## config.mk

```make
export PLATFORM = sky130hd
export DESIGN_NAME = dmem_arbiter_flat
export DESIGN_NICKNAME = d
export VERILOG_FILES = /design/src/rtl/dmem_arbiter_if.sv /design/src/rtl/dmem_arbiter.sv /design/src/flat_wrapper.sv
export SDC_FILE = /design/constraint.sdc
export NUM_CORES = 1
export LEC_CHECK = 0
export ABC_AREA = 1
export CAP_MARGIN = 5
export CORE_AREA = 2 2 117 119
export DETAILED_ROUTE_END_ITERATION = 6
export DIE_AREA = 0 0 119 121
export PLACE_DENSITY = 0.85
export SLEW_MARGIN = 20
export SYNTH_ARGS = -nofsm -noshare
export SYNTH_HDL_FRONTEND = slang
export SYNTH_SLANG_ARGS = --single-unit
```

## constraint.sdc

```tcl
create_clock -name clk -period 2.83 [get_ports clk]
set_clock_uncertainty 0.05 [all_clocks]
set_input_delay 0.283 -clock clk [delete_from_list [all_inputs] [get_ports clk]]
set_output_delay 0.283 -clock clk [all_outputs]
set_load 0.005 [all_outputs]
```

## src/rtl/dmem_arbiter_if.sv

```systemverilog
// Two-port request/response bus plus the dmem-side signals of the data-memory arbiter.
// The arbiter uses the slave view; the requesters and memory model use the master view.
interface dmem_arbiter_if #(
    parameter int N = 32
);
    logic         p0_req;
    logic         p0_we;
    logic [N-1:0] p0_addr;
    logic [N-1:0] p0_wdata;
    logic         p0_done;
    logic [N-1:0] p0_rdata;
    logic         p0_err;

    logic         p1_req;
    logic         p1_we;
    logic [N-1:0] p1_addr;
    logic [N-1:0] p1_wdata;
    logic         p1_done;
    logic [N-1:0] p1_rdata;
    logic         p1_err;

    logic [N-1:0] mem_addr;
    logic [N-1:0] mem_wdata;
    logic         mem_we;
    logic [N-1:0] mem_rdata;
    logic         busy;

    modport slave (
        input  p0_req, p0_we, p0_addr, p0_wdata,
        output p0_done, p0_rdata, p0_err,
        input  p1_req, p1_we, p1_addr, p1_wdata,
        output p1_done, p1_rdata, p1_err,
        output mem_addr, mem_wdata, mem_we,
        input  mem_rdata,
        output busy
    );

    modport master (
        output p0_req, p0_we, p0_addr, p0_wdata,
        input  p0_done, p0_rdata, p0_err,
        output p1_req, p1_we, p1_addr, p1_wdata,
        input  p1_done, p1_rdata, p1_err,
        input  mem_addr, mem_wdata, mem_we,
        output mem_rdata,
        input  busy
    );
endinterface

```

## src/rtl/dmem_arbiter.sv

```systemverilog
// Round-robin two-port arbiter in front of dmem: one word access per IDLE->ACCESS->RESP (3 cycles).
// Requesters hold req until their done pulse; a losing request simply waits for the next IDLE.
module dmem_arbiter #(
    parameter int N         = 32,
    parameter int MEM_BYTES = 1024
) (
    input  logic            clk,
    input  logic            rst_,
    dmem_arbiter_if.slave   bus
);
    typedef enum logic [1:0] {
        S_IDLE   = 2'd0,
        S_ACCESS = 2'd1,
        S_RESP   = 2'd2
    } state_t;

    localparam logic [N-1:0] MEM_LIM = N'(MEM_BYTES);

    state_t         state_q, state_d;
    logic           owner_q, owner_d;
    logic           last_owner_q, last_owner_d;
    logic           lat_we_q, lat_we_d;
    logic           lat_err_q, lat_err_d;
    logic [N-1:2]   lat_addr_q, lat_addr_d;
    logic [N-1:0]   lat_wdata_q, lat_wdata_d;
    logic           p0_done_q, p0_done_d;
    logic           p1_done_q, p1_done_d;
    logic [N-1:0]   p0_rdata_q, p0_rdata_d;
    logic [N-1:0]   p1_rdata_q, p1_rdata_d;
    logic           p0_err_q, p0_err_d;
    logic           p1_err_q, p1_err_d;

    logic           pick1;
    logic [N-1:0]   sel_addr;
    logic [N-1:0]   rd_val;

    always_comb begin
        state_d      = state_q;
        owner_d      = owner_q;
        last_owner_d = last_owner_q;
        lat_we_d     = lat_we_q;
        lat_err_d    = lat_err_q;
        lat_addr_d   = lat_addr_q;
        lat_wdata_d  = lat_wdata_q;
        p0_done_d    = 1'b0;
        p1_done_d    = 1'b0;
        p0_rdata_d   = '0;
        p1_rdata_d   = '0;
        p0_err_d     = 1'b0;
        p1_err_d     = 1'b0;
        // Port 1 wins when alone, or when both ask and port 0 was served last.
        pick1        = bus.p1_req & (~bus.p0_req | ~last_owner_q);
        sel_addr     = pick1 ? bus.p1_addr : bus.p0_addr;
        rd_val       = (lat_we_q | lat_err_q) ? '0 : bus.mem_rdata;

        case (state_q)
            S_IDLE: begin
                if (bus.p0_req | bus.p1_req) begin
                    owner_d     = pick1;
                    lat_we_d    = pick1 ? bus.p1_we : bus.p0_we;
                    lat_wdata_d = pick1 ? bus.p1_wdata : bus.p0_wdata;
                    lat_addr_d  = sel_addr[N-1:2];
                    lat_err_d   = (sel_addr >= MEM_LIM);
                    state_d     = S_ACCESS;
                end
            end
            S_ACCESS: begin
                if (owner_q) begin
                    p1_done_d  = 1'b1;
                    p1_rdata_d = rd_val;
                    p1_err_d   = lat_err_q;
                end else begin
                    p0_done_d  = 1'b1;
                    p0_rdata_d = rd_val;
                    p0_err_d   = lat_err_q;
                end
                state_d = S_RESP;
            end
            S_RESP: begin
                last_owner_d = owner_q;
                state_d      = S_IDLE;
            end
            default: state_d = S_IDLE;
        endcase
    end

    always_ff @(posedge clk or negedge rst_) begin
        if (!rst_) begin
            state_q      <= S_IDLE;
            owner_q      <= 1'b0;
            last_owner_q <= 1'b1;
            lat_we_q     <= 1'b0;
            lat_err_q    <= 1'b0;
            lat_addr_q   <= '0;
            lat_wdata_q  <= '0;
            p0_done_q    <= 1'b0;
            p1_done_q    <= 1'b0;
            p0_rdata_q   <= '0;
            p1_rdata_q   <= '0;
            p0_err_q     <= 1'b0;
            p1_err_q     <= 1'b0;
        end else begin
            state_q      <= state_d;
            owner_q      <= owner_d;
            last_owner_q <= last_owner_d;
            lat_we_q     <= lat_we_d;
            lat_err_q    <= lat_err_d;
            lat_addr_q   <= lat_addr_d;
            lat_wdata_q  <= lat_wdata_d;
            p0_done_q    <= p0_done_d;
            p1_done_q    <= p1_done_d;
            p0_rdata_q   <= p0_rdata_d;
            p1_rdata_q   <= p1_rdata_d;
            p0_err_q     <= p0_err_d;
            p1_err_q     <= p1_err_d;
        end
    end

    // mem_we is combinational so it falls together with an asynchronous reset.
    assign bus.mem_we    = (state_q == S_ACCESS) & lat_we_q & ~lat_err_q;
    assign bus.mem_addr  = {lat_addr_q, 2'b00};
    assign bus.mem_wdata = lat_wdata_q;
    assign bus.busy      = (state_q != S_IDLE);
    assign bus.p0_done   = p0_done_q;
    assign bus.p0_rdata  = p0_rdata_q;
    assign bus.p0_err    = p0_err_q;
    assign bus.p1_done   = p1_done_q;
    assign bus.p1_rdata  = p1_rdata_q;
    assign bus.p1_err    = p1_err_q;
endmodule
```

## src/flat_wrapper.sv

```systemverilog
// flat-port wrapper written by rule: the top's interface ports become plain ports
module dmem_arbiter_flat 
#(
    parameter int N         = 32,
    parameter int MEM_BYTES = 1024
)
  (clk, rst_, bus_p0_req, bus_p0_we, bus_p0_addr, bus_p0_wdata, bus_p0_done, bus_p0_rdata, bus_p0_err, bus_p1_req, bus_p1_we, bus_p1_addr, bus_p1_wdata, bus_p1_done, bus_p1_rdata, bus_p1_err, bus_mem_addr, bus_mem_wdata, bus_mem_we, bus_mem_rdata, bus_busy);
  dmem_arbiter_if #(.N(N)) bus_i ();
  input  logic clk;
  input  logic rst_;
  input wire logic [$bits(bus_i.p0_req)-1:0] bus_p0_req;
  input wire logic [$bits(bus_i.p0_we)-1:0] bus_p0_we;
  input wire logic [$bits(bus_i.p0_addr)-1:0] bus_p0_addr;
  input wire logic [$bits(bus_i.p0_wdata)-1:0] bus_p0_wdata;
  output wire logic [$bits(bus_i.p0_done)-1:0] bus_p0_done;
  output wire logic [$bits(bus_i.p0_rdata)-1:0] bus_p0_rdata;
  output wire logic [$bits(bus_i.p0_err)-1:0] bus_p0_err;
  input wire logic [$bits(bus_i.p1_req)-1:0] bus_p1_req;
  input wire logic [$bits(bus_i.p1_we)-1:0] bus_p1_we;
  input wire logic [$bits(bus_i.p1_addr)-1:0] bus_p1_addr;
  input wire logic [$bits(bus_i.p1_wdata)-1:0] bus_p1_wdata;
  output wire logic [$bits(bus_i.p1_done)-1:0] bus_p1_done;
  output wire logic [$bits(bus_i.p1_rdata)-1:0] bus_p1_rdata;
  output wire logic [$bits(bus_i.p1_err)-1:0] bus_p1_err;
  output wire logic [$bits(bus_i.mem_addr)-1:0] bus_mem_addr;
  output wire logic [$bits(bus_i.mem_wdata)-1:0] bus_mem_wdata;
  output wire logic [$bits(bus_i.mem_we)-1:0] bus_mem_we;
  input wire logic [$bits(bus_i.mem_rdata)-1:0] bus_mem_rdata;
  output wire logic [$bits(bus_i.busy)-1:0] bus_busy;
  assign bus_i.p0_req = bus_p0_req;
  assign bus_i.p0_we = bus_p0_we;
  assign bus_i.p0_addr = bus_p0_addr;
  assign bus_i.p0_wdata = bus_p0_wdata;
  assign bus_p0_done = bus_i.p0_done;
  assign bus_p0_rdata = bus_i.p0_rdata;
  assign bus_p0_err = bus_i.p0_err;
  assign bus_i.p1_req = bus_p1_req;
  assign bus_i.p1_we = bus_p1_we;
  assign bus_i.p1_addr = bus_p1_addr;
  assign bus_i.p1_wdata = bus_p1_wdata;
  assign bus_p1_done = bus_i.p1_done;
  assign bus_p1_rdata = bus_i.p1_rdata;
  assign bus_p1_err = bus_i.p1_err;
  assign bus_mem_addr = bus_i.mem_addr;
  assign bus_mem_wdata = bus_i.mem_wdata;
  assign bus_mem_we = bus_i.mem_we;
  assign bus_i.mem_rdata = bus_mem_rdata;
  assign bus_busy = bus_i.busy;
  dmem_arbiter #(.N(N), .MEM_BYTES(MEM_BYTES)) u_core (.clk(clk), .rst_(rst_), .bus(bus_i));
endmodule
```

-- Yosys cells after proc, flatten, opt, wreduce, memory -nomap -nowiden
Index checks and enable logic that the tools add are counted.
- bits in registers: 136
- bits of input ports: 166
- output and inout port bits: 134
- word-level logic and storage cells: 47
- order comparisons: 1
- equality and inequality tests: 3
- muxes and demuxes: 18
- bitwise gates (word level): 9
- reductions and logical operators: 3
- operators with widths (kind ; number):
    two-way mux 32 bit ; 7
    greater-or-equal comparator 32 x 11 -> 1 bit (second input constant) ; 1
    two-way mux 1 bit ; 9
    one-hot mux 2 bit (2 select lines) ; 1
    AND 1 bit ; 3
    inverter 1 bit ; 3
    OR 1 bit ; 3
    == test 2 x 1 -> 1 bit (second input constant) ; 1
    == test 2 bit (second input constant) ; 1
    zero test 2 bit ; 1
    two-way mux 2 bit ; 1
    != test 2 x 1 -> 1 bit (second input constant) ; 1
    AND reduction 2 bit ; 1
    nonzero test 2 bit ; 1

-- Longest topological paths before layout
Gate-level depths: netlist of the first run.
- depth after elaboration: 5
- gate-level depth with buffers: 12

-- Least setup slack after synthesis of the first run
Ideal clock, no wire load.
- path type: register to register
- from: register u_core.last_owner_q
- to: register u_core.lat_err_q
- library setup time: 0.113 ns
- arrival time: 1.355 ns
- data required time: 2.667 ns
- setup slack: 1.312 ns
- cell stages (with the launch flop): 12
- buffers on the path: 2
- period minus slack after synthesis: 1.518 ns
- cell sequence: dfstp_2 > nand2_1 > nand2_1 > buf_6 > buf_6 > nand2_1 > o21ai_1 > nand3_1 > nor2_1 > nand3_1 > nand2_1 > inv_1
- cells in the longest elaborated chain, start to end: 5
- RTL lines (element ; RTL line ; text):
    from (decl) ; dmem_arbiter.sv:21 ; logic last_owner_q, last_owner_d;
    from (signal assigned) ; dmem_arbiter.sv:105 ; last_owner_q <= last_owner_d;
    inverter 1 bit ; dmem_arbiter.sv:52 ; pick1 = bus.p1_req & (~bus.p0_req | ~last_owner_q);
    OR 1 bit ; dmem_arbiter.sv:52 ;
    AND 1 bit ; dmem_arbiter.sv:52 ;
    two-way mux 32 bit ; dmem_arbiter.sv:53 ; sel_addr = pick1 ? bus.p1_addr : bus.p0_addr;
    greater-or-equal comparator 32 x 11 -> 1 bit ; dmem_arbiter.sv:63 ; lat_err_d = (sel_addr >= MEM_LIM);
    to (signal assigned) ; dmem_arbiter.sv:107 ; lat_err_q <= lat_err_d;
    to (decl) ; dmem_arbiter.sv:23 ; logic lat_err_q, lat_err_d;
No other way between the ends.
A chain may end at the register's enable or synchronous reset.

-- Final worst setup path of the first run
- from: register u_core.state_q[1]
- to: output port bus_mem_we
- cells in the longest elaborated chain, start to end: 3
- RTL lines (element ; RTL line ; text):
    from (decl) ; dmem_arbiter.sv:19 ; state_t state_q, state_d;
    from (signal assigned) ; dmem_arbiter.sv:103 ; state_q <= state_d;
    == test 2 x 1 -> 1 bit ; dmem_arbiter.sv:120 ; assign bus.mem_we = (state_q == S_ACCESS) & lat_we_q & ~lat_err_q;
    AND 1 bit (2 in a row) ; dmem_arbiter.sv:120 ;
    to (decl) ; flat_wrapper.sv:27 ; output wire logic [$bits(bus_i.mem_we)-1:0] bus_mem_we;
No other way between the ends.

==> results.md, run 1 <==
- Run status: complete, no violations
- Synth warn: 0
- Sort of element at the start of the critical path: flop
- Highest-utilization routing layer at the global route stage: met2
- Full die area: 0.0144 mm²
- Seq/Total Area, Yosys: 63.3%
- Routed wire per std cell: 15.7 µm
- Data arrival, critical path: 1780 ps
- Main flop type after synthesis: sky130_fd_sc_hd__dfrtp_1
- Post-CTS Repair Setup Buffers: 0
- Layout overhead on the synthesized area: 68.2%
- Transition time at the pin with the least slew margin: 863 ps
- Net switching fraction of the power: 31.1%
- Cell types occupying the most area after synthesis: sky130_fd_sc_hd__dfrtp_1 63%, sky130_fd_sc_hd__nor2_1 10%, sky130_fd_sc_hd__nand2_1 9.8%, sky130_fd_sc_hd__o21ai_1 6.5%, sky130_fd_sc_hd__a31oi_1 3.1%
- Final Util: 69.1%
- Worst setup path class: reg2out
- Detailed-router iteration count before antenna repair: 4
- Number of distinct standard cells referenced by the synthesized netlist: 18
- Share of power burned in combinational logic: 35.2%
- Most frequent cell after synthesis: sky130_fd_sc_hd__nor2_1
- Met3 track demand over resource in global routing: 8.22%
- Share of the synthesized area in the top cell type: 62.8%
- Final Cycle Share: 74.7%
- Fin. max-slew vios: 0
- Total power divided by cell area: 846 mW/mm²
- Top cell type by total area after synthesis: sky130_fd_sc_hd__dfrtp_1
- Count of boundary I/O pins: 300
- Time the final worst path needs with I/O delays and setup: 2110 ps
- Antenna diode instance count: 0
- Detailed Route Iter0 Violations: 282
- Hold/Removal Path Class: in2reg
- Net count reported at finish: 1,049
- Hold WS: 375 ps
- Total clock buffers created by CTS: 17
- First-pass GRT wire length: 26,500 µm
- Post-detail-place hpwl: 11,900 µm
- Peak Freq: 473 MHz
- Largest fanout on the critical path: 4
- Clock root buffer master: sky130_fd_sc_hd__clkbuf_16
- Power share of the clock group: 28.9%
- Post-placement cell area: 0.00844 mm²
- Commonest cells in the synthesized netlist: 146 x sky130_fd_sc_hd__nor2_1, 140 x sky130_fd_sc_hd__nand2_1, 135 x sky130_fd_sc_hd__dfrtp_1
- H-tree depth reported by CTS: 4
- Overall overflow remaining after global route: 0
- Clock latency on the worst-skew pair: 410 ps
- Post-Synthesis Mean Instance Area: 9.01 µm²
- Horizontal die dimension: 119 µm
- Hold Crit Start: bus_mem_rdata[5]
- Number of antenna violations at the first check in global routing: 0
- Ratio of cells with drive above 1 in the final layout: 5.92%
- Area of the mapped netlist: 0.00538 mm²
- Summed area of non-filler cells in the final layout: 0.00905 mm²
- Count of endpoints failing hold in the final timing report: 0
- Placeable core region: 0.0131 mm²
- Register-to-register path setup slack: 800 ps
- Global-route track usage on met2: 42.5%
- Net load switching power: 2.38 mW
- Overall track demand over capacity in global routing: 24.0%
- Post-detailed-route count of antenna-violating nets: 0
- Capturing element type of the critical path: output port
- Cell count after synthesis: 597
- Hold Path End: u_core.bus.p1_rdata[5]$_DFF_PN0_
- Cell count after placement: 1,039
- Sequential fraction of design power: 35.9%
- Int Pwr: 5.27 mW
- Via count of the first global-routing pass: 5,162
- RSZ-0062 raised after global routing: no
- Logic depth of the worst register-to-register path: 10
- Routability Congestion: 0.802
- Final count of negative-setup-slack endpoints: 0
- Detailed Route WL: 16,800 µm
- Number of buffers between clock root and the deepest sink: 2
- Reg-to-reg critical path endpoint: u_core.lat_err_q$_DFFE_PN0P_
- Count of maximum capacitance violations: 0
- Final setup TNS: 0 ps
- Clock tree from TritonCTS: yes
- Drt via density: 4.88
- Drc violations: 0
- Async SR Flop Fraction: 100%
- Register bit count reported by yosys: 136
- Standard-cell row count: 42
- Met1 usage: 26.7%
- Largest vdd supply drop: 465 µV
- Die Span Y: 121 µm
- Leakage power figure: 3.91 nW
- Hold depth: 3
- Worst Path Required: 2500 ps
- Initial Utilization: 41.1%
- Startpoint of the most critical register-to-register path: u_core.last_owner_q$_DFFE_PN1N_
- Non-Filler Instances: 1,071
- EDFF count, synth: 0
- Post-CTS clock slew at the launch and capture registers of the worst setup and hold paths: 60 ps
- Pin count of the biggest net entering global routing: 90
- Slew margin rel.: 42.4%
- Sinks on Clock Net: 136
- Count of fill cells added during filler insertion: 976
- Number of buffers inserted by port buffering: 293
- Vias after detailed routing: 5,228
cell usage in the layout, fill, tap and decap left out, drive strengths merged:
cell / instances
clkdlybuf4s50: 292
nor2: 147
nand2: 140
dfrtp: 135
o21ai: 71
a31oi: 27
nand3: 20
clkbuf: 19
inv: 15
buf: 12
clkinv: 4
clkinvlp: 3
bufinv: 3
nand3b: 2
conb: 2
a21oi: 1
dlygate4sd3: 1
dfstp: 1
worst max-delay path, stage by stage (launching register included):
cell                              delay (ps)
sky130_fd_sc_hd__dfrtp_1                 410
sky130_fd_sc_hd__nor2_1                  180
sky130_fd_sc_hd__inv_2                    70
sky130_fd_sc_hd__nor2_1                  170
sky130_fd_sc_hd__clkdlybuf4s50_1         530
how the worst max path moves through the flow:
| stage | from | endpoint | cells after the start |
|---|---|---|---|
| 6_report | u_core.state_q[1]$_DFFE_PN0P_ | bus_mem_we | 4 |
| 5_1_grt | u_core.last_owner_q$_DFFE_PN1N_ | u_core.lat_err_q$_DFFE_PN0P_ | 10 |
| 4_1_cts | u_core.state_q[1]$_DFFE_PN0P_ | bus_mem_we | 4 |
| 3_5_place_dp | bus_p0_req | u_core.lat_err_q$_DFFE_PN0P_ | 11 |
| 3_3_place_gp | bus_p0_req | u_core.lat_err_q$_DFFE_PN0P_ | 11 |
| 2_1_floorplan | u_core.last_owner_q$_DFFE_PN1N_ | u_core.lat_err_q$_DFFE_PN0P_ | 11 |
layer usage:
metal  vias to the layer above  share of wire, %
met1                      2462                37
met3                        29               8.3
li1                       2490                 -
met5                         -                 0
met2                       247                52
met4                         0               2.7
cells by family (layout without fill, tap and decap cells):
group           after synthesis  in the layout  share of synthesized area [%]
simple gates                309            309                           22.3
other cells                   1              2                         0.0697
flops                       136            136                           63.3
buf+inv                      52            349                           4.47
compound gates               99             99                           9.84
area by class of cell:
| cell class | count | area (µm²) | area share, % |
|---|---|---|---|
| Sequential cell | 136 | 3400 | 37.6 |
| Timing Repair Buffer | 305 | 3040 | 33.6 |
| Multi-Input combinational cell | 410 | 1740 | 19.3 |
| Clock buffer | 19 | 443 | 4.90 |
| Tap cell | 176 | 220 | 2.43 |
| Clock inverter | 12 | 150 | 1.66 |
| Inverter | 13 | 48.8 | 0.539 |
flip-flops by register name, summed over array words and instances (netlist names):
signal,flops
u_core.bus.p1_err,1
u_core.owner_q,1
u_core.lat_addr_q,30
u_core.bus.p1_rdata,32
u_core.lat_err_q,1
u_core.bus.p0_err,1
u_core.bus.p1_done,1
u_core.bus.mem_wdata,32
u_core.state_q,2
u_core.lat_we_q,1
u_core.bus.p0_done,1
u_core.last_owner_q,1
u_core.bus.p0_rdata,32
stage by stage:
stage	power, mW	setup WS [ps]
6_report	7.65	717
5_1_grt	8.12	523
4_1_cts	7.74	628
3_5_place_dp	5.50	562
3_3_place_gp	5.43	559
2_1_floorplan	3.91	1310
power by group through the flow:
stage / logic (mW) / clock network, mW / registers (mW)
2_1_floorplan: 1.13 / 0 / 2.78
3_3_place_gp: 2.67 / 0 / 2.75
3_5_place_dp: 2.72 / 0 / 2.78
4_1_cts: 2.74 / 2.25 / 2.75
5_1_grt: 2.97 / 2.34 / 2.80
6_report: 2.70 / 2.21 / 2.75
timing repair:
| action | in CTS | in global routing |
|---|---|---|
| gates resized for setup | 0 | 0 |
| hold buffers | 1 | 0 |
| hold endpoints to repair | 65 | 0 |
Power figures use the tool's default switching activity.
==> run 2, diff against run 1 <==
--- a/config.mk
+++ b/config.mk
@@ -7,10 +7,9 @@
 export LEC_CHECK = 0
 export ABC_AREA = 1
 export CAP_MARGIN = 5
-export CORE_AREA = 2 2 117 119
+export CORE_UTILIZATION = 35
 export DETAILED_ROUTE_END_ITERATION = 6
-export DIE_AREA = 0 0 119 121
-export PLACE_DENSITY = 0.85
+export PLACE_DENSITY = 0.77
 export SLEW_MARGIN = 20
 export SYNTH_ARGS = -nofsm -noshare
 export SYNTH_HDL_FRONTEND = slang
==> constraint.sdc (replaced) <==
create_clock -name clk -period 1.7 [get_ports clk]
set_clock_uncertainty 0.05 [all_clocks]
set_input_delay 0.17 -clock clk [delete_from_list [all_inputs] [get_ports clk]]
set_output_delay 0.17 -clock clk [all_outputs]
set_load 0.005 [all_outputs]
==> run 2 against run 1 <==
- via count grew 1.5%
- sequential share of layout area shrank 2.0 points
- critical endpoint is now u_core.lat_err_q$_DFFE_PN0P_
- combinational power grew 83%
- global-route usage shrank 1.3 points
==> results.md, run 2 (synthesized netlist as in run 1, its figures left out) <==
- Vias after detailed routing: 5,308
- Net count reported at finish: 1,091
- Non-Filler Instances: 1,122
- Total power divided by cell area: 1420 mW/mm²
- Clock tree from TritonCTS: yes
- Number of buffers inserted by port buffering: 293
- Number of antenna violations at the first check in global routing: 0
- Register-to-register path setup slack: 40 ps
- Count of boundary I/O pins: 300
- Detailed-router iteration count before antenna repair: 4
- Via count of the first global-routing pass: 5,352
- Number of buffers between clock root and the deepest sink: 2
- Sinks on Clock Net: 136
- Pin count of the biggest net entering global routing: 57
- Antenna diode instance count: 0
- Capturing element type of the critical path: flop
- Largest fanout on the critical path: 10
- Cell count after placement: 1,086
- RSZ-0062 raised after global routing: yes
- Drc violations: 0
- Worst-path cell with the longest stage delay: sky130_fd_sc_hd__dfstp_2
- Clock latency on the worst-skew pair: 410 ps
- H-tree depth reported by CTS: 4
- Count of maximum capacitance violations: 0
- Routability Congestion: 0.799
- Count of endpoints failing hold in the final timing report: 0
- Detailed Route WL: 17,400 µm
- Peak Freq: 601 MHz
- Cell repeated most along the worst path: sky130_fd_sc_hd__nand2_1
- Worst Setup Slack, final: 37.4 ps
- Time the final worst path needs with I/O delays and setup: 1660 ps
- Post-detailed-route count of antenna-violating nets: 0
- Most common cell after layout, fill and taps aside: sky130_fd_sc_hd__clkdlybuf4s50_1
- Data arrival, critical path: 1920 ps
- Number of buffers and inverters on the critical path: 2
- Placeable core region: 0.0148 mm²
- Clock root buffer master: sky130_fd_sc_hd__clkbuf_16
- Leakage power figure: 4.19 nW
- Standard-cell row count: 44
- Top cell family by delay on the critical path: simple AND/OR/NAND/NOR gates
- Hold/Removal Path Class: in2async
- Total clock buffers created by CTS: 17
- Transition time at the pin with the least slew margin: 584 ps
- Hold WS: 148 ps
- Post-detail-place hpwl: 12,700 µm
- Run status: complete, no violations
- Fin. max-slew vios: 0
- Drt via density: 4.73
- Summed area of non-filler cells in the final layout: 0.00955 mm²
- Detailed Route Iter0 Violations: 287
- Full die area: 0.0159 mm²
- Overall track demand over capacity in global routing: 22.7%
- Worst Path Required: 1950 ps
- Final count of negative-setup-slack endpoints: 0
- Routed wire per std cell: 15.5 µm
- Worst setup path class: reg2reg
- Final Cycle Share: 97.8%
- Largest vdd supply drop: 827 µV
- Slew margin rel.: 61.0%
- Post-CTS clock slew at the launch and capture registers of the worst setup and hold paths: 60 ps
- First-pass GRT wire length: 27,600 µm
- Count of fill cells added during filler insertion: 1,228
- Longest individual stage delay on the worst path: 590 ps
- Die Span Y: 126 µm
- Layout overhead on the synthesized area: 77.6%
- Post-placement cell area: 0.00883 mm²
- Sort of element at the start of the critical path: flop
- Ratio of cells with drive above 1 in the final layout: 10.9%
- Horizontal die dimension: 126 µm
- Commonest cells after routing, fill and taps aside: 290 x sky130_fd_sc_hd__clkdlybuf4s50_1, 142 x sky130_fd_sc_hd__nor2_1, 138 x sky130_fd_sc_hd__nand2_1
- Overall overflow remaining after global route: 0
- Series of cell instances along the critical path: nand2_4 > buf_6 > nand3_1 > nand2_1 > nor2_1 > nand2_1 > nor2_2 > nand3_1 > nand2_1 > inv_1
- Worst slack at placement: -160 ps
- Total design power: 13.6 mW
- Initial Utilization: 36.4%
-- run 2: cell count changes in the layout (fill, tap and decap cells not counted), sizes merged --
cell and change:
inv +5, buf +42, clkinv -1, clkdlybuf4s50 -2
bufinv +1, clkinvlp -3, dlygate4sd2 +1
-- run 2: power by group --
| group | switching (mW) | internal (mW) | total (mW) |
|---|---|---|---|
| registers | 0.491 | 4.10 | 4.59 |
| clock network | 1.48 | 2.54 | 4.02 |
| logic | 2.24 | 2.70 | 4.94 |
| total | 4.21 | 9.34 | 13.6 |
-- run 2: timing repair --
| action | CTS | global route |
|---|---|---|
| buffers inserted | 0 | 2 |
| hold endpoints to repair | 135 | 0 |
| hold buffers | 1 | 0 |
| setup endpoints to repair | 11 | 9 |
| pin swaps | 1 | 2 |
| gates cloned | 1 | 0 |
| resized for setup | 7 | 9 |
-- run 2: final timing paths --
path / cells after the start / to / start
worst max-delay path: 10 / u_core.lat_err_q$_DFFE_PN0P_ / u_core.last_owner_q$_DFFE_PN1N_
worst min-delay path: 2 / u_core.bus.p1_rdata[15]$_DFF_PN0_ / rst_
worst max register to register: 10 / u_core.lat_err_q$_DFFE_PN0P_ / u_core.last_owner_q$_DFFE_PN1N_
worst min register to register: 1 / u_core.bus.p0_done$_DFF_PN0_ / u_core.owner_q$_DFFE_PN0P_
max in group asynchronous: 3 / u_core.last_owner_q$_DFFE_PN1N_ / rst_
min in group clk: 3 / u_core.lat_addr_q[5]$_DFFE_PN0P_ / bus_p1_addr[5]
-- run 2: final cells by class --
cell class / count / area (µm²) / share of cell area, %
sequential: 136 / 3400 / 35.7
inverter: 13 / 48.8 / 0.511
clock buffer: 18 / 439 / 4.60
tap: 184 / 230 / 2.41
timing repair buffer: 347 / 3450 / 36.1
clock inverter: 14 / 209 / 2.19
multi-input combinational: 410 / 1770 / 18.5
-- run 2: routing by layer --
metal	GRT usage [%]	routed length (µm)	vias up
met5	0	0	-
met4	9.28	476	0
met3	7.22	1420	31
met2	38.9	8530	248
met1	26.3	6980	2461
li1	-	-	2568
-- run 2: through the flow --
step,util [%],setup TNS (ps)
2_1_floorplan,-,0
3_3_place_gp,59.9,-5080
3_5_place_dp,59.9,-5510
4_1_cts,64.5,0
5_1_grt,64.7,-79.5
6_report,64.7,0
-- run 2: worst register-to-register path, delay by kind of cell (launching register included) --
family | cells | cell delay, ps
and+or+nand+nor | 8 | 730
DFF | 1 | 590
buffers and inverters | 2 | 200
